$ cat src/rtl/hazard_unit_mc_if.sv
// hazard_unit_mc_if
//   Bundles the stage-register fields the hazard unit observes and the
//   stall/flush/forward controls it returns to the 5-stage datapath.
//   Modports:
//     master - datapath side: drives stage fields, receives controls
//     slave  - hazard unit side: receives stage fields, drives controls
//   Fields:
//     Rs1D, Rs2D            source registers of the instruction in D
//     Rs1E, Rs2E, RdE       source/destination registers in E
//     RegWriteE             E instruction writes RdE
//     ResultSrcE0           E instruction is a load
//     MultiCycleE           E instruction is a multi-cycle MUL/DIV
//     PCSrcE                taken branch/jump resolved in E
//     RdM, RegWriteM        M-stage destination and write enable
//     RdW, RegWriteW        W-stage destination and write enable
//     StallF/D/E            hold stage registers
//     FlushD/E/M            clear stage registers (bubble)
//     ForwardAE/BE          00 regfile, 01 W result, 10 M ALU result
//     BusyE                 multi-cycle interlock active
interface hazard_unit_mc_if #(
  parameter int REG_AW = 5
);
  logic [REG_AW-1:0] Rs1D;
  logic [REG_AW-1:0] Rs2D;
  logic [REG_AW-1:0] Rs1E;
  logic [REG_AW-1:0] Rs2E;
  logic [REG_AW-1:0] RdE;
  logic              RegWriteE;
  logic              ResultSrcE0;
  logic              MultiCycleE;
  logic              PCSrcE;
  logic [REG_AW-1:0] RdM;
  logic              RegWriteM;
  logic [REG_AW-1:0] RdW;
  logic              RegWriteW;
  logic              StallF;
  logic              StallD;
  logic              StallE;
  logic              FlushD;
  logic              FlushE;
  logic              FlushM;
  logic [1:0]        ForwardAE;
  logic [1:0]        ForwardBE;
  logic              BusyE;

  modport master (
    output Rs1D, Rs2D, Rs1E, Rs2E, RdE, RegWriteE, ResultSrcE0,
           MultiCycleE, PCSrcE, RdM, RegWriteM, RdW, RegWriteW,
    input  StallF, StallD, StallE, FlushD, FlushE, FlushM,
           ForwardAE, ForwardBE, BusyE
  );

  modport slave (
    input  Rs1D, Rs2D, Rs1E, Rs2E, RdE, RegWriteE, ResultSrcE0,
           MultiCycleE, PCSrcE, RdM, RegWriteM, RdW, RegWriteW,
    output StallF, StallD, StallE, FlushD, FlushE, FlushM,
           ForwardAE, ForwardBE, BusyE
  );
endinterface

$ cat src/rtl/hazard_unit_mc.sv
// hazard_unit_mc
//   Hazard unit for a 5-stage RISC-V pipeline with optional M/W->E
//   forwarding and a multi-cycle execute interlock. While a MUL/DIV
//   occupies E for MC_LATENCY cycles, F/D/E are held and bubbles are
//   pushed into M.
//   Ports:
//     clk  rising-edge clock
//     rst  synchronous active-high reset; forces every output to 0
//     hz   hazard_unit_mc_if.slave - stage fields in, controls out
//   Parameters:
//     REG_AW      register address width (x0 = address 0)
//     FORWARD_EN  1 = forward from M/W, 0 = resolve RAW by stalling in D
//     MC_LATENCY  cycles a multi-cycle op occupies E (1..16)
module hazard_unit_mc #(
  parameter int REG_AW     = 5,
  parameter int FORWARD_EN = 1,
  parameter int MC_LATENCY = 4
) (
  input  logic            clk,
  input  logic            rst,
  hazard_unit_mc_if.slave hz
);

  localparam int CNT_W = (MC_LATENCY > 1) ? $clog2(MC_LATENCY) : 1;
  // The entry cycle in IDLE already counts as the first occupied cycle,
  // and the final cnt==0 cycle releases, so BUSY starts MC_LATENCY-2 away.
  localparam logic [CNT_W-1:0] CNT_INIT =
    (MC_LATENCY > 1) ? CNT_W'(MC_LATENCY - 2) : '0;

  typedef enum logic {IDLE, BUSY} state_t;

  state_t           state_q, state_d;
  logic [CNT_W-1:0] cnt_q, cnt_d;

  logic       data_stall;
  logic       data_stall_fwd;
  logic       data_stall_nofwd;
  logic [1:0] fwd_a, fwd_b;
  logic       stall_f, stall_d, stall_e;
  logic       flush_d, flush_e, flush_m;
  logic       busy_e;

  // Register r is read by the instruction in D (x0 never conflicts).
  function automatic logic hit_d(input logic [REG_AW-1:0] r,
                                 input logic [REG_AW-1:0] rs1,
                                 input logic [REG_AW-1:0] rs2);
    return (r != '0) && ((r == rs1) || (r == rs2));
  endfunction

  // Forward select for one E source operand; M is younger so it wins.
  function automatic logic [1:0] fwd_sel(input logic [REG_AW-1:0] rs,
                                         input logic [REG_AW-1:0] rd_m,
                                         input logic              we_m,
                                         input logic [REG_AW-1:0] rd_w,
                                         input logic              we_w);
    if (rs == '0)                    return 2'b00;
    else if (we_m && (rd_m == rs))   return 2'b10;
    else if (we_w && (rd_w == rs))   return 2'b01;
    else                             return 2'b00;
  endfunction

  always_comb begin
    // Without forwarding, any in-flight writer in E or M to a D source
    // must drain first; W is safe because the register file is write-first.
    data_stall_fwd   = hz.ResultSrcE0 && hit_d(hz.RdE, hz.Rs1D, hz.Rs2D);
    data_stall_nofwd = (hz.RegWriteE && hit_d(hz.RdE, hz.Rs1D, hz.Rs2D)) ||
                       (hz.RegWriteM && hit_d(hz.RdM, hz.Rs1D, hz.Rs2D));
    data_stall       = (FORWARD_EN != 0) ? data_stall_fwd : data_stall_nofwd;
  end

  always_comb begin
    state_d = state_q;
    cnt_d   = cnt_q;
    stall_f = 1'b0;
    stall_d = 1'b0;
    stall_e = 1'b0;
    flush_d = 1'b0;
    flush_e = 1'b0;
    flush_m = 1'b0;
    busy_e  = 1'b0;
    fwd_a   = 2'b00;
    fwd_b   = 2'b00;

    if (FORWARD_EN != 0) begin
      fwd_a = fwd_sel(hz.Rs1E, hz.RdM, hz.RegWriteM, hz.RdW, hz.RegWriteW);
      fwd_b = fwd_sel(hz.Rs2E, hz.RdM, hz.RegWriteM, hz.RdW, hz.RegWriteW);
    end

    case (state_q)
      IDLE: begin
        if (hz.PCSrcE) begin
          // Redirect kills the multi-cycle op before it starts.
          flush_d = 1'b1;
          flush_e = 1'b1;
        end else if (hz.MultiCycleE && (MC_LATENCY > 1)) begin
          stall_f = 1'b1;
          stall_d = 1'b1;
          stall_e = 1'b1;
          flush_m = 1'b1;
          busy_e  = 1'b1;
          state_d = BUSY;
          cnt_d   = CNT_INIT;
        end else if (data_stall) begin
          stall_f = 1'b1;
          stall_d = 1'b1;
          flush_e = 1'b1;
        end
      end
      BUSY: begin
        if (cnt_q != '0) begin
          stall_f = 1'b1;
          stall_d = 1'b1;
          stall_e = 1'b1;
          flush_m = 1'b1;
          busy_e  = 1'b1;
          cnt_d   = cnt_q - CNT_W'(1);
        end else begin
          // Last occupied cycle: op leaves E now, so ordinary D-stage
          // hazards against it apply again.
          state_d = IDLE;
          if (data_stall) begin
            stall_f = 1'b1;
            stall_d = 1'b1;
            flush_e = 1'b1;
          end
        end
      end
      default: state_d = IDLE;
    endcase

    if (rst) begin
      stall_f = 1'b0;
      stall_d = 1'b0;
      stall_e = 1'b0;
      flush_d = 1'b0;
      flush_e = 1'b0;
      flush_m = 1'b0;
      busy_e  = 1'b0;
      fwd_a   = 2'b00;
      fwd_b   = 2'b00;
    end
  end

  always_ff @(posedge clk) begin
    if (rst) begin
      state_q <= IDLE;
      cnt_q   <= '0;
    end else begin
      state_q <= state_d;
      cnt_q   <= cnt_d;
    end
  end

  assign hz.StallF    = stall_f;
  assign hz.StallD    = stall_d;
  assign hz.StallE    = stall_e;
  assign hz.FlushD    = flush_d;
  assign hz.FlushE    = flush_e;
  assign hz.FlushM    = flush_m;
  assign hz.ForwardAE = fwd_a;
  assign hz.ForwardBE = fwd_b;
  assign hz.BusyE     = busy_e;

endmodule

$ cat src/flat_wrapper.sv
// flat-port wrapper written by rule: the top's interface ports become plain ports
module hazard_unit_mc_flat 
#(
  parameter int REG_AW     = 5,
  parameter int FORWARD_EN = 1,
  parameter int MC_LATENCY = 4
)
  (clk, rst, hz_Rs1D, hz_Rs2D, hz_Rs1E, hz_Rs2E, hz_RdE, hz_RegWriteE, hz_ResultSrcE0, hz_MultiCycleE, hz_PCSrcE, hz_RdM, hz_RegWriteM, hz_RdW, hz_RegWriteW, hz_StallF, hz_StallD, hz_StallE, hz_FlushD, hz_FlushE, hz_FlushM, hz_ForwardAE, hz_ForwardBE, hz_BusyE);
  hazard_unit_mc_if #(.REG_AW(REG_AW)) hz_i ();
  input  logic clk;
  input  logic rst;
  input wire logic [$bits(hz_i.Rs1D)-1:0] hz_Rs1D;
  input wire logic [$bits(hz_i.Rs2D)-1:0] hz_Rs2D;
  input wire logic [$bits(hz_i.Rs1E)-1:0] hz_Rs1E;
  input wire logic [$bits(hz_i.Rs2E)-1:0] hz_Rs2E;
  input wire logic [$bits(hz_i.RdE)-1:0] hz_RdE;
  input wire logic [$bits(hz_i.RegWriteE)-1:0] hz_RegWriteE;
  input wire logic [$bits(hz_i.ResultSrcE0)-1:0] hz_ResultSrcE0;
  input wire logic [$bits(hz_i.MultiCycleE)-1:0] hz_MultiCycleE;
  input wire logic [$bits(hz_i.PCSrcE)-1:0] hz_PCSrcE;
  input wire logic [$bits(hz_i.RdM)-1:0] hz_RdM;
  input wire logic [$bits(hz_i.RegWriteM)-1:0] hz_RegWriteM;
  input wire logic [$bits(hz_i.RdW)-1:0] hz_RdW;
  input wire logic [$bits(hz_i.RegWriteW)-1:0] hz_RegWriteW;
  output wire logic [$bits(hz_i.StallF)-1:0] hz_StallF;
  output wire logic [$bits(hz_i.StallD)-1:0] hz_StallD;
  output wire logic [$bits(hz_i.StallE)-1:0] hz_StallE;
  output wire logic [$bits(hz_i.FlushD)-1:0] hz_FlushD;
  output wire logic [$bits(hz_i.FlushE)-1:0] hz_FlushE;
  output wire logic [$bits(hz_i.FlushM)-1:0] hz_FlushM;
  output wire logic [$bits(hz_i.ForwardAE)-1:0] hz_ForwardAE;
  output wire logic [$bits(hz_i.ForwardBE)-1:0] hz_ForwardBE;
  output wire logic [$bits(hz_i.BusyE)-1:0] hz_BusyE;
  assign hz_i.Rs1D = hz_Rs1D;
  assign hz_i.Rs2D = hz_Rs2D;
  assign hz_i.Rs1E = hz_Rs1E;
  assign hz_i.Rs2E = hz_Rs2E;
  assign hz_i.RdE = hz_RdE;
  assign hz_i.RegWriteE = hz_RegWriteE;
  assign hz_i.ResultSrcE0 = hz_ResultSrcE0;
  assign hz_i.MultiCycleE = hz_MultiCycleE;
  assign hz_i.PCSrcE = hz_PCSrcE;
  assign hz_i.RdM = hz_RdM;
  assign hz_i.RegWriteM = hz_RegWriteM;
  assign hz_i.RdW = hz_RdW;
  assign hz_i.RegWriteW = hz_RegWriteW;
  assign hz_StallF = hz_i.StallF;
  assign hz_StallD = hz_i.StallD;
  assign hz_StallE = hz_i.StallE;
  assign hz_FlushD = hz_i.FlushD;
  assign hz_FlushE = hz_i.FlushE;
  assign hz_FlushM = hz_i.FlushM;
  assign hz_ForwardAE = hz_i.ForwardAE;
  assign hz_ForwardBE = hz_i.ForwardBE;
  assign hz_BusyE = hz_i.BusyE;
  hazard_unit_mc #(.REG_AW(REG_AW), .FORWARD_EN(FORWARD_EN), .MC_LATENCY(MC_LATENCY)) u_core (.clk(clk), .rst(rst), .hz(hz_i));
endmodule
$ cat config.mk
export PLATFORM = sky130hd
export DESIGN_NAME = hazard_unit_mc_flat
export DESIGN_NICKNAME = d
export VERILOG_FILES = /design/src/rtl/hazard_unit_mc_if.sv /design/src/rtl/hazard_unit_mc.sv /design/src/flat_wrapper.sv
export SDC_FILE = /design/constraint.sdc
export NUM_CORES = 1
export LEC_CHECK = 0
export CAP_MARGIN = 20
export CORE_MARGIN = 4
export CORE_UTILIZATION = 40
export CTS_CLUSTER_SIZE = 25
export DETAILED_ROUTE_END_ITERATION = 16
export DONT_BUFFER_PORTS = 1
export SLEW_MARGIN = 20
export SYNTH_ARGS = -nofsm -noshare
export SYNTH_HDL_FRONTEND = slang
export SYNTH_SLANG_ARGS = --single-unit
export TNS_END_PERCENT = 5
$ cat constraint.sdc
create_clock -name clk -period 1.49 [get_ports clk]
set_clock_uncertainty 0.15 [all_clocks]
set_input_delay 0.2235 -clock clk [delete_from_list [all_inputs] [get_ports clk]]
set_output_delay 0.2235 -clock clk [all_outputs]
set_load 0.02 [all_outputs]
# Yosys cells after proc, flatten, opt, wreduce, memory -nomap -nowiden
# Cells that the tools add are included.
[word_totals] regBits=3 input_bits=43 output_inout_bits=11 wordCells=56
[op_classes] addsub=1 eq_ne=9 muxes=31 bitwise_logic=1 n_reduce_logical=12
[op_table] operator="equality test 5 bit" n=6
[op_table] operator="2-to-1 mux 1 bit" n=18
[op_table] operator="2-to-1 mux 2 bit" n=9
[op_table] operator="logical NOT 5 bit" n=2
[op_table] operator="logical AND 1 bit" n=6
[op_table] operator="!= test 2 bit (second input constant)" n=3
[op_table] operator="one-hot mux 1 bit (2 select lines)" n=3
[op_table] operator="nonzero test 5 bit" n=1
[op_table] operator="one-hot mux 2 bit (2 select lines)" n=1
[op_table] operator="AND reduction 3 bit" n=1
[op_table] operator="nonzero test 2 bit" n=1
[op_table] operator="subtractor 2 x 1 -> 2 bit (second input constant)" n=1
[op_table] operator="logical OR 1 bit" n=1
[op_table] operator="NOT 1 bit" n=1

# Depth between registers and ports, before layout
# Gate-level depths: netlist of run 1.
[depth] ltp_word=9 ltp_mapped=6 depth_no_buf=6

# Worst setup path before layout of run 1
# No wires, ideal clock.
[synth_path] path_type="input to output" from="input port hz_RdE[4]" to="output port hz_StallF" t_arrival_ns=1.512 required_time_ns=1.117 setup_slack_ns=-0.396 path_stages=6 path_buffers=1 cell_sequence="xnor2_1 > nand3_1 > o22ai_1 > a32oi_1 > nor3_1 > buf_4"
[synth_between] elab_chain_len=9 word_cells_on_any_way=12 cone_classes="eq/ne: 2; mux: 6; reduce/logical: 4"
[synth_lines] item="start, declared" line_no="flat_wrapper.sv:16" text="input wire logic [$bits(hz_i.RdE)-1:0] hz_RdE;"
[synth_lines] item="equality test 5 bit" line_no="hazard_unit_mc.sv:47" text="return (r != '0) && ((r == rs1) || (r == rs2));"
[synth_lines] item="logical OR 1 bit" line_no="hazard_unit_mc.sv:47"
[synth_lines] item="logical AND 1 bit (*)" line_no="hazard_unit_mc.sv:47"
[synth_lines] item="logical AND 1 bit (*)" line_no="hazard_unit_mc.sv:65" text="data_stall_fwd = hz.ResultSrcE0 && hit_d(hz.RdE, hz.Rs1D, hz.Rs2D);"
[synth_lines] item="2-to-1 mux 1 bit (*)"
[synth_lines] item="2-to-1 mux 1 bit (2 in a row)"
[synth_lines] item="one-hot mux 1 bit (2 select lines) (*)"
[synth_lines] item="2-to-1 mux 1 bit (*)"
[synth_lines] item="end, declared" line_no="flat_wrapper.sv:25" text="output wire logic [$bits(hz_i.StallF)-1:0] hz_StallF;"
# Mark *: on every way between the ends. The rest lies on a longest branch, timed or not.

# Final worst setup path of run 1
[layout_path] from="register u_core.cnt_q[1]" to="output port hz_FlushE"
[layout_between] elab_chain_len=4
[layout_lines] item="start, declared" line_no="hazard_unit_mc.sv:33" text="logic [CNT_W-1:0] cnt_q, cnt_d;"
[layout_lines] item="start signal, assigned" line_no="hazard_unit_mc.sv:150" text="cnt_q <= cnt_d;"
[layout_lines] item="nonzero test 2 bit" line_no="hazard_unit_mc.sv:110" text="if (cnt_q != '0) begin"
[layout_lines] item="2-to-1 mux 1 bit" line_no="hazard_unit_mc.sv:110"
[layout_lines] item="one-hot mux 1 bit (2 select lines)" line_no="hazard_unit_mc.sv:89" text="case (state_q)"
[layout_lines] item="2-to-1 mux 1 bit" line_no="hazard_unit_mc.sv:131" text="if (rst) begin"
[layout_lines] item="end, declared" line_no="flat_wrapper.sv:29" text="output wire logic [$bits(hz_i.FlushE)-1:0] hz_FlushE;"
# No other way between the ends.

==> results.json, run 1 <==
{
  "outcome": "finished, violations left",
  "violated_checks": "negative setup slack",
  "yosysTopAreaCell": "sky130_fd_sc_hd__xnor2_1",
  "number_of_hold_violations_in_the_final_report": 0,
  "overflow": 0,
  "worst_slack_ns": -0.1255,
  "crit_path_max_fanout": 2,
  "drt_iter0_drc": 0,
  "clock_pin_slew_reported_for_the_worst_setup_and_hold_paths_after_clock_tree_synthesis_ns": 0.04,
  "global_route_wire_length_before_repair_mm": 2.511,
  "p_per_area_nw_per_um2": 476.9,
  "clock.fmax_mhz": 619.0,
  "design.core.area_um2": 1383,
  "maxSlewViolCount": 0,
  "switchingPower_uw": 129.3,
  "grt_start_max_net_pins": 9,
  "grt.total_usage_pct": 15.73,
  "cp_data_arrival_time_ns": 1.24,
  "setup_repair_after_global_routing_missed_its_margin": "yes",
  "placed_area_um2": 714.4,
  "timing_worst_slew_pin_value_ns": 0.2181,
  "critical_path.endpoint_type": "output pin",
  "critical-path-top-delay-family": "compound AO/OA/AOI/OAI gates",
  "die_height_um": 47.39,
  "drc_errors": 0,
  "path_buf_inv": 1,
  "setup.worst_path.class": "reg -> out",
  "instance_count_of_the_mapped_netlist": 81,
  "antenna_found_initial": 0,
  "max_stage_delay_ns": 0.31,
  "first_global_vias": 673,
  "timing.final.crit_period_ns": 1.615,
  "ctsLongestPathBuffers": 2,
  "finalWeightedCongestion": 0.7079,
  "slew-limit-headroom_pct": 85.33,
  "pin_count": 54,
  "worst_r2r_path_depth": 8,
  "final-setup-viol-count": 12,
  "min-delay-path-class": "in -> reg",
  "fp.dieW_um": 47.39,
  "regToRegSetupSlack_ns": -0.11,
  "areaGrowthSynthToFinish_pct": 43.15,
  "cts_tree": "built",
  "clock_latency_ns": 0.24,
  "synth_sequential_area_ratio_pct": 9.677,
  "die_area_um2": 2246,
  "antenna_violating_nets_post_route": 0,
  "worst_ep_required_time_ns": 1.12,
  "starting_density_of_the_core_pct": 44.89,
  "routedWlPerCell_um": 15.52,
  "max_cap_violations": 0,
  "dpl.hpwl_mm": 1.357,
  "finalPower_uw": 423.6,
  "synth_fp_nets": 125,
  "cellInternalPower_uw": 294.4,
  "crit_path_start_kind": "flop",
  "yosysWarnings": 0,
  "worst_ir_drop_vdd_mv": 0.4515,
  "cts_buf_count": 3,
  "core.rowCount": 13,
  "power_frac_seq_pct": 21.0,
  "dr.pass1.iters": 1,
  "worst_r2r_startpoint": "u_core.cnt_q[1]$_SDFFE_PP0P_",
  "netSwitchingFraction_pct": 30.52,
  "antenna_cells": 0,
  "syn-mean-instance-area_um2": 7.662,
  "worstHoldStart": "rst",
  "crit_path_top_delay_cell": "sky130_fd_sc_hd__dfxtp_2",
  "htree_levels": 1,
  "final.fill_count": 127,
  "startpoint": "u_core.cnt_q[1]$_SDFFE_PP0P_",
  "buffer_ports.inserted": 0,
  "yosys.cell_types.count": 26,
  "worstHoldEndpoint": "u_core.state_q$_DFF_P_",
  "synth_top_area_share_pct": 31.05,
  "postSynthRegisterBits": 3,
  "worstHoldPathCells": 2,
  "synth_area_um2": 620.6,
  "critical_path.reg2reg.endpoint": "u_core.cnt_q[1]$_SDFFE_PP0P_",
  "post_place_cells": 102,
  "root_buffer": "sky130_fd_sc_hd__clkbuf_4",
  "power.share.combinational_pct": 44.2,
  "final_min_period_over_clock_period_pct": 108.4,
  "design_area_um2": 888.4,
  "vias_per_cell": 5.509,
  "cts_num_sinks": 3,
  "finish.net_count": 142,
  "finalNonFillerCells": 112,
  "p_clk_share_pct": 34.8,
  "power_leakage_nw": 0.3095,
  "routed_wl_mm": 1.738,
  "dr_total_vias": 617,
  "path_cells": "inv_2 > ha_4 > nand2_2 > a21oi_2 > a41o_1",
  "post_route_cells_drive_above_1_share_pct": 45.36,
  "synthTopCellsByArea": "sky130_fd_sc_hd__xnor2_1, sky130_fd_sc_hd__xor2_1, sky130_fd_sc_hd__dfxtp_1, sky130_fd_sc_hd__nor2b_1, sky130_fd_sc_hd__nor3b_2"
}
[cells in the final DEF, fill, tap and decap left out, types with 2 or more instances in the layout]
cell,instances
sky130_fd_sc_hd__dfxtp_2,2
sky130_fd_sc_hd__nor3_2,2
sky130_fd_sc_hd__nand2_1,5
sky130_fd_sc_hd__nand3_1,2
sky130_fd_sc_hd__and3_1,2
sky130_fd_sc_hd__nor2_1,2
sky130_fd_sc_hd__xnor2_1,22
sky130_fd_sc_hd__or4_1,2
sky130_fd_sc_hd__nor2_2,4
sky130_fd_sc_hd__xor2_2,2
sky130_fd_sc_hd__clkbuf_4,3
sky130_fd_sc_hd__nor2b_1,2
sky130_fd_sc_hd__xor2_1,6
sky130_fd_sc_hd__inv_2,2
sky130_fd_sc_hd__buf_4,13
sky130_fd_sc_hd__nor3b_2,2
sky130_fd_sc_hd__nor4_1,2
sky130_fd_sc_hd__nand4_1,2
[how the worst max path moves through the flow]
| stage | to | depth (start not counted) |
|---|---|---|
| 4_1_cts | hz_BusyE | 6 |
| 3_3_place_gp | hz_ForwardBE[0] | 4 |
| 2_1_floorplan | hz_StallF | 6 |
| 3_5_place_dp | hz_ForwardAE[0] | 6 |
| 5_1_grt | u_core.cnt_q[1]$_SDFFE_PP0P_ | 8 |
| 6_report | hz_FlushE | 5 |
[repair_timing]
item,in CTS,in global routing
setup endpoints to repair,10,13
pin swaps,9,1
buffers inserted,5,0
resized for setup,19,6
hold buffers,1,0
hold endpoints to repair,2,0
[synthesized netlist by cell type, drive strengths merged]
cell,count
a221oi,1
nor2,6
xnor2,22
ha,1
a21oi,2
nor4,4
inv,2
buf,3
nor2b,4
clkbuf,1
a32oi,1
xor2,8
nand2,6
or2,1
o22ai,1
nand3,2
dfxtp,3
nor3b,3
or4,2
nand4,2
nor3,3
a41o,1
and3,2
[flip-flops by register name, summed over array words and instances, names as in the netlist]
register / flops
u_core.state_q: 1
u_core.cnt_q: 2
[through the flow]
stage | worst slack, ns | TNS [ns] | hold slack [ns] | utilization [%]
3_5_place_dp | -0.05618 | -0.2226 | 0.1518 | 51.67
5_1_grt | -0.1903 | -2.009 | 0.05273 | 64.25
3_3_place_gp | -0.05143 | -0.1779 | 0.1489 | 51.67
6_report | -0.1255 | -1.001 | 0.06077 | 64.25
4_1_cts | -0.1357 | -1.034 | 0.04619 | 61.27
2_1_floorplan | -0.1748 | -0.6411 | 0.3058 | -
[per-layer routing]
metal / wire [um] / GRT usage (%) / share of wire (%) / vias up
met2: 912 / 29.41 / 52 / 29
li1: - / - / - / 310
met3: 192 / 4.215 / 11 / 3
met1: 603 / 15.44 / 35 / 275
met5: 0 / 0 / 0 / -
met4: 28 / 8.287 / 1.6 / 0
[power groups by stage]
stage               registers, mW  logic [mW]  clock network (mW)
floorplan                  0.0880       0.135                   0
detailed placement         0.0885       0.153                   0
global placement           0.0885       0.150                   0
finish                     0.0891       0.187               0.147
global route               0.0896       0.206               0.162
CTS                        0.0883       0.180               0.153
[final cells by class]
cell class / count / area [um2] / share of cell area [%]
clock buffers: 4 / 26.28 / 2.958
well taps: 15 / 18.77 / 2.113
repair buffers: 16 / 138.9 / 15.63
flip-flops and latches: 3 / 66.31 / 7.465
multi-input cells: 72 / 630.6 / 70.99
inverters: 2 / 7.507 / 0.8451
[kinds of logic after synthesis]
kind of cell,count (synthesis),synth area share [%]
buf+inv,6,5.443
simple gates,35,33.47
flops,3,9.678
xor+xnor,30,42.34
fa+ha+maj,1,2.016
compound gates,6,7.058
Note: power is estimated with default switching activity, not from simulation.
==> inputs of run 2 (changes only) <==
Settings changed: TNS_END_PERCENT 5 to unset.
==> run 2 against run 1 <==
Against the previous run: the flow still finishes with violations (negative setup slack); first-iteration DRC count is 9 higher; register-to-register slack better by 0.21 ns; routed wire length is 5.6% higher; clock power hardly changed; core utilization is 2.1 points higher; sequential share of layout area is 0.64 points lower; final cell count is 1.8% lower; critical path depth is 1 lower; flip-flop and latch count stayed put; largest cell class unchanged; largest power group unchanged.
==> results.json, run 2 (synthesized netlist as in run 1, its figures left out) <==
{
  "outcome": "finished, violations left",
  "violated_checks": "negative setup slack",
  "setup.worst_path.class": "reg -> out",
  "netSwitchingFraction_pct": 30.81,
  "grt.total_usage_pct": 15.89,
  "final-setup-viol-count": 11,
  "dr.pass1.iters": 4,
  "largest_register_ffs": 2,
  "timing.final.crit_period_ns": 1.617,
  "starting_density_of_the_core_pct": 44.89,
  "crit_path_max_fanout": 3,
  "clock.fmax_mhz": 618.4,
  "finalNonFillerCells": 110,
  "worst_ep_required_time_ns": 1.12,
  "maxSlewViolCount": 0,
  "vias_per_cell": 5.745,
  "timing_worst_slew_pin_value_ns": 0.2916,
  "power_leakage_nw": 0.3118,
  "cts_tree": "built",
  "p_per_area_nw_per_um2": 469.9,
  "antenna_cells": 0,
  "finalPower_uw": 431.0,
  "overflow": 0,
  "pin_count": 54,
  "registers.top_by_ff_count": "u_core.cnt_q",
  "post_place_cells": 103,
  "final_min_period_over_clock_period_pct": 108.5,
  "finalWeightedCongestion": 0.6670,
  "regToRegSetupSlack_ns": 0.10,
  "p_clk_share_pct": 33.5,
  "antenna_found_initial": 0,
  "htree_levels": 1,
  "antenna_violating_nets_post_route": 0,
  "number_of_hold_violations_in_the_final_report": 0,
  "drc_errors": 0,
  "dpl.hpwl_mm": 1.446,
  "die_height_um": 47.39,
  "commonest_cells_after_routing_fill_and_taps_aside": "sky130_fd_sc_hd__xnor2_1, sky130_fd_sc_hd__buf_4, sky130_fd_sc_hd__nand2_1, sky130_fd_sc_hd__xor2_1, sky130_fd_sc_hd__xor2_2",
  "finish.net_count": 140,
  "worst_hold_slack_ns": 0.05310,
  "root_buffer": "sky130_fd_sc_hd__clkbuf_4",
  "core.rowCount": 13,
  "cp_data_arrival_time_ns": 1.24,
  "clock_pin_slew_reported_for_the_worst_setup_and_hold_paths_after_clock_tree_synthesis_ns": 0.04,
  "power.share.combinational_pct": 46.0,
  "post_route_cells_drive_above_1_share_pct": 46.32,
  "clock_latency_ns": 0.23,
  "areaGrowthSynthToFinish_pct": 47.78,
  "first_global_vias": 664,
  "critical_path.endpoint_type": "output pin",
  "final.fill_count": 126,
  "ctsLongestPathBuffers": 2,
  "fp.dieW_um": 47.39,
  "global_route_wire_length_before_repair_mm": 2.559,
  "die_area_um2": 2246,
  "worst_slack_ns": -0.1270,
  "routedWlPerCell_um": 16.69,
  "dr_total_vias": 632,
  "routed_wl_mm": 1.836,
  "grt_start_max_net_pins": 10,
  "setup_repair_after_global_routing_missed_its_margin": "yes",
  "buffer_ports.inserted": 0,
  "switchingPower_uw": 132.8,
  "max_cap_violations": 0,
  "worst_ir_drop_vdd_mv": 0.5349,
  "design.core.area_um2": 1383,
  "layout.cells.most_common": "sky130_fd_sc_hd__xnor2_1",
  "crit_path_start_kind": "flop",
  "power_frac_seq_pct": 20.5,
  "post-place-ws_ns": -0.06869,
  "reg_top3": "u_core.cnt_q: 2 flops, u_core.state_q: 1 flops",
  "cts_buf_count": 3,
  "cts_num_sinks": 3,
  "drt_iter0_drc": 9,
  "slew-limit-headroom_pct": 80.54,
  "min-delay-path-class": "in -> reg",
  "setup_tns_ns": -0.8830,
  "cellInternalPower_uw": 298.2
}
## run 2: changes by cell type in the layout (fill, tap and decap cells not counted), moves of 2 or more
cell and delta:
sky130_fd_sc_hd__buf_4 -3, sky130_fd_sc_hd__nor2_2 -2, sky130_fd_sc_hd__nor4_1 -2, sky130_fd_sc_hd__xor2_1 -2, sky130_fd_sc_hd__xor2_2 +2
## run 2: timing repair
item / CTS / global route
setup endpoints to repair: 11 / 11
pin swaps: 8 / 4
buffers inserted: 1 / 1
resized for setup: 15 / 8
endpoints found under the hold margin: 2 / 2
## run 2: layer usage
metal | share of wire [%] | vias to the layer above | wire length (um) | track usage (%)
met5 | 0 | - | 0 | 0
met4 | 0 | 0 | 0 | 4.972
met3 | 13 | 0 | 234 | 7.280
met2 | 53 | 31 | 981 | 28.88
met1 | 34 | 299 | 621 | 15.88
li1 | - | 302 | - | -
## run 2: worst max-delay path: stages, from the launching register on
cell and delay, ns:
sky130_fd_sc_hd__dfxtp_2 0.32, sky130_fd_sc_hd__buf_4 0.15, sky130_fd_sc_hd__nor2b_2 0.15, sky130_fd_sc_hd__nor2b_4 0.17, sky130_fd_sc_hd__a41o_1 0.22
## run 2: power groups by stage
stage               clock, mW  sequential (mW)  combinational (mW)
floorplan                   0           0.0881               0.148
global placement            0           0.0877               0.164
detailed placement          0           0.0880               0.167
CTS                     0.154           0.0879               0.183
global route            0.163           0.0883               0.216
finish                  0.144           0.0882               0.198
## run 2: final timing paths
path,from,end,cells past startpoint
worst max-delay path,u_core.state_q$_DFF_P_,hz_FlushE,4
worst min-delay path,rst,u_core.state_q$_DFF_P_,2
worst max register to register,u_core.state_q$_DFF_P_,u_core.cnt_q[1]$_SDFFE_PP0P_,5
worst min register to register,u_core.cnt_q[1]$_SDFFE_PP0P_,u_core.cnt_q[1]$_SDFFE_PP0P_,2
## run 2: final cells by class
cell class / count / area (um2) / area share, %
timing repair buffer: 14 / 127.6 / 13.92
sequential: 3 / 62.56 / 6.821
inverter: 2 / 7.507 / 0.8186
clock buffer: 4 / 26.28 / 2.865
multi-input combinational: 72 / 674.4 / 73.53
tap: 15 / 18.77 / 2.046
## run 2: metrics by stage
step                cell area (um2)  util, %
floorplan                     683.2        -
global placement              763.2    55.20
detailed placement            763.2    55.20
CTS                           844.6    61.09
global route                  917.1    66.33
finish                        917.1    66.33
==> inputs of run 3 (changes only) <==
Settings changed: REMOVE_ABC_BUFFERS set to 1, SKIP_CTS_REPAIR_TIMING set to 1.
==> run 3 against run 2 <==
Against the previous run: the run still ends with negative setup slack left; fmax decreased by 2.4%; first-iteration DRC count shrank 44%; clock power shrank 5%; core utilization fell by 5.5 points; sequential share of layout area up 1.1 points; critical path depth is 2 higher; non-clock buffer count shrank 4; setup slack worse by 0.039 ns; final cell count shrank 3.6%; power down 5.7%; sequential power rose by 0.5%; largest power group unchanged.
==> results.json, run 3 (synthesized netlist as in run 1, its figures left out) <==
{
  "largest_register_ffs": 2,
  "fp.dieW_um": 47.39,
  "ctsLongestPathBuffers": 2,
  "dpl.hpwl_mm": 1.402,
  "cp_data_arrival_time_ns": 1.28,
  "crit_path_start_kind": "flop",
  "violated_checks": "negative setup slack",
  "first_global_vias": 586,
  "areaGrowthSynthToFinish_pct": 35.48,
  "cts_num_sinks": 3,
  "overflow": 0,
  "die_area_um2": 2246,
  "grt_start_max_net_pins": 10,
  "antenna_cells": 0,
  "worst_slack_ns": -0.1661,
  "worst_ir_drop_vdd_mv": 0.5626,
  "core.rowCount": 13,
  "crit_path_max_fanout": 3,
  "commonest_cells_after_routing_fill_and_taps_aside": "sky130_fd_sc_hd__xnor2_1, sky130_fd_sc_hd__buf_4, sky130_fd_sc_hd__nand2_1, sky130_fd_sc_hd__nor2_1, sky130_fd_sc_hd__xor2_1",
  "critical_path.endpoint_type": "output pin",
  "vias_per_cell": 5.547,
  "outcome": "finished, violations left",
  "timing.final.crit_period_ns": 1.656,
  "setup.worst_path.class": "reg -> out",
  "p_per_area_nw_per_um2": 483.4,
  "setup_repair_after_global_routing_missed_its_margin": "yes",
  "reg_top3": "u_core.cnt_q: 2 flops, u_core.state_q: 1 flops",
  "finalNonFillerCells": 106,
  "clock_latency_ns": 0.23,
  "pin_count": 54,
  "final.fill_count": 124,
  "finalWeightedCongestion": 0.6915,
  "min-delay-path-class": "in -> reg",
  "dr_total_vias": 588,
  "starting_density_of_the_core_pct": 44.89,
  "setup_tns_ns": -1.110,
  "worst_hold_slack_ns": 0.09052,
  "number_of_hold_violations_in_the_final_report": 0,
  "registers.top_by_ff_count": "u_core.cnt_q",
  "buffer_ports.inserted": 0,
  "clock_pin_slew_reported_for_the_worst_setup_and_hold_paths_after_clock_tree_synthesis_ns": 0.03,
  "power_leakage_nw": 0.2826,
  "design.core.area_um2": 1383,
  "cts_buf_count": 3,
  "global_route_wire_length_before_repair_mm": 2.277,
  "root_buffer": "sky130_fd_sc_hd__clkbuf_4",
  "final_min_period_over_clock_period_pct": 111.1,
  "htree_levels": 1,
  "clock.fmax_mhz": 603.8,
  "finish.net_count": 136,
  "slew-limit-headroom_pct": 84.24,
  "drc_errors": 0,
  "antenna_found_initial": 0,
  "routed_wl_mm": 1.659,
  "post_route_cells_drive_above_1_share_pct": 39.56,
  "grt.total_usage_pct": 14.35,
  "timing_worst_slew_pin_value_ns": 0.2346,
  "final-setup-viol-count": 9,
  "max_cap_violations": 0,
  "worst_ep_required_time_ns": 1.12,
  "cts_tree": "built",
  "routedWlPerCell_um": 15.65,
  "post_place_cells": 101,
  "drt_iter0_drc": 5,
  "finalPower_uw": 406.4,
  "dr.pass1.iters": 4,
  "layout.cells.most_common": "sky130_fd_sc_hd__xnor2_1",
  "die_height_um": 47.39,
  "antenna_violating_nets_post_route": 0,
  "maxSlewViolCount": 0
}
## run 3: changes by cell type in the layout (fill, tap and decap cells not counted), sizes merged
cell / before / now
buf: 13 / 9
## run 3: layer usage
metal / share of wire [%] / vias up / wire, um / track usage (%)
met1: 34 / 272 / 571 / 16.55
met2: 55 / 23 / 909 / 24.06
met4: 0 / 0 / 0 / 4.972
met5: 0 / - / 0 / 0
met3: 11 / 0 / 177 / 5.364
li1: - / 293 / - / -
## run 3: worst paths after layout
kind                                      from                      endpoint  slack, ns  depth (start not counted)
setup reg to reg  u_core.cnt_q[0]$_SDFFE_PP0P_        u_core.state_q$_DFF_P_       0.21                          6
setup / recovery  u_core.cnt_q[0]$_SDFFE_PP0P_                     hz_StallD      -0.17                          6
hold / removal                             rst        u_core.state_q$_DFF_P_       0.09                          2
hold reg to reg   u_core.cnt_q[1]$_SDFFE_PP0P_  u_core.cnt_q[1]$_SDFFE_PP0P_       0.35                          2
## run 3: power by group
part           internal [mW]  switching [mW]  leakage [nW]
logic                  0.102          0.0788         0.242
clock network          0.100          0.0373        0.0150
registers             0.0851         0.00355        0.0261
total                  0.287           0.120         0.283
## run 3: critical path, stage by stage (launching register included)
cell and delay [ns]:
sky130_fd_sc_hd__dfxtp_2 0.31, sky130_fd_sc_hd__inv_2 0.05, sky130_fd_sc_hd__ha_4 0.16, sky130_fd_sc_hd__nand2_4 0.06
sky130_fd_sc_hd__a32oi_1 0.06, sky130_fd_sc_hd__nor3_1 0.21, sky130_fd_sc_hd__buf_4 0.21
## run 3: cell type report
class	count	area (um2)	share of cell area, %
multi-input combinational	72	640.6	76.19
timing repair buffer	10	81.33	9.673
sequential	3	66.31	7.887
clock buffer	4	26.28	3.125
tap	15	18.77	2.232
inverter	2	7.507	0.8929
## run 3: through the flow
| step | utilization (%) | setup slack [ns] | instance area, um2 |
|---|---|---|---|
| finish | 60.81 | -0.1661 | 840.8 |
| global route | 60.81 | -0.2674 | 840.8 |
| CTS | 51.13 | -0.2280 | 706.9 |
| detailed placement | 49.23 | -0.1681 | 680.7 |
| global placement | 49.23 | -0.1263 | 680.7 |
| floorplan | - | -0.4953 | 594.3 |
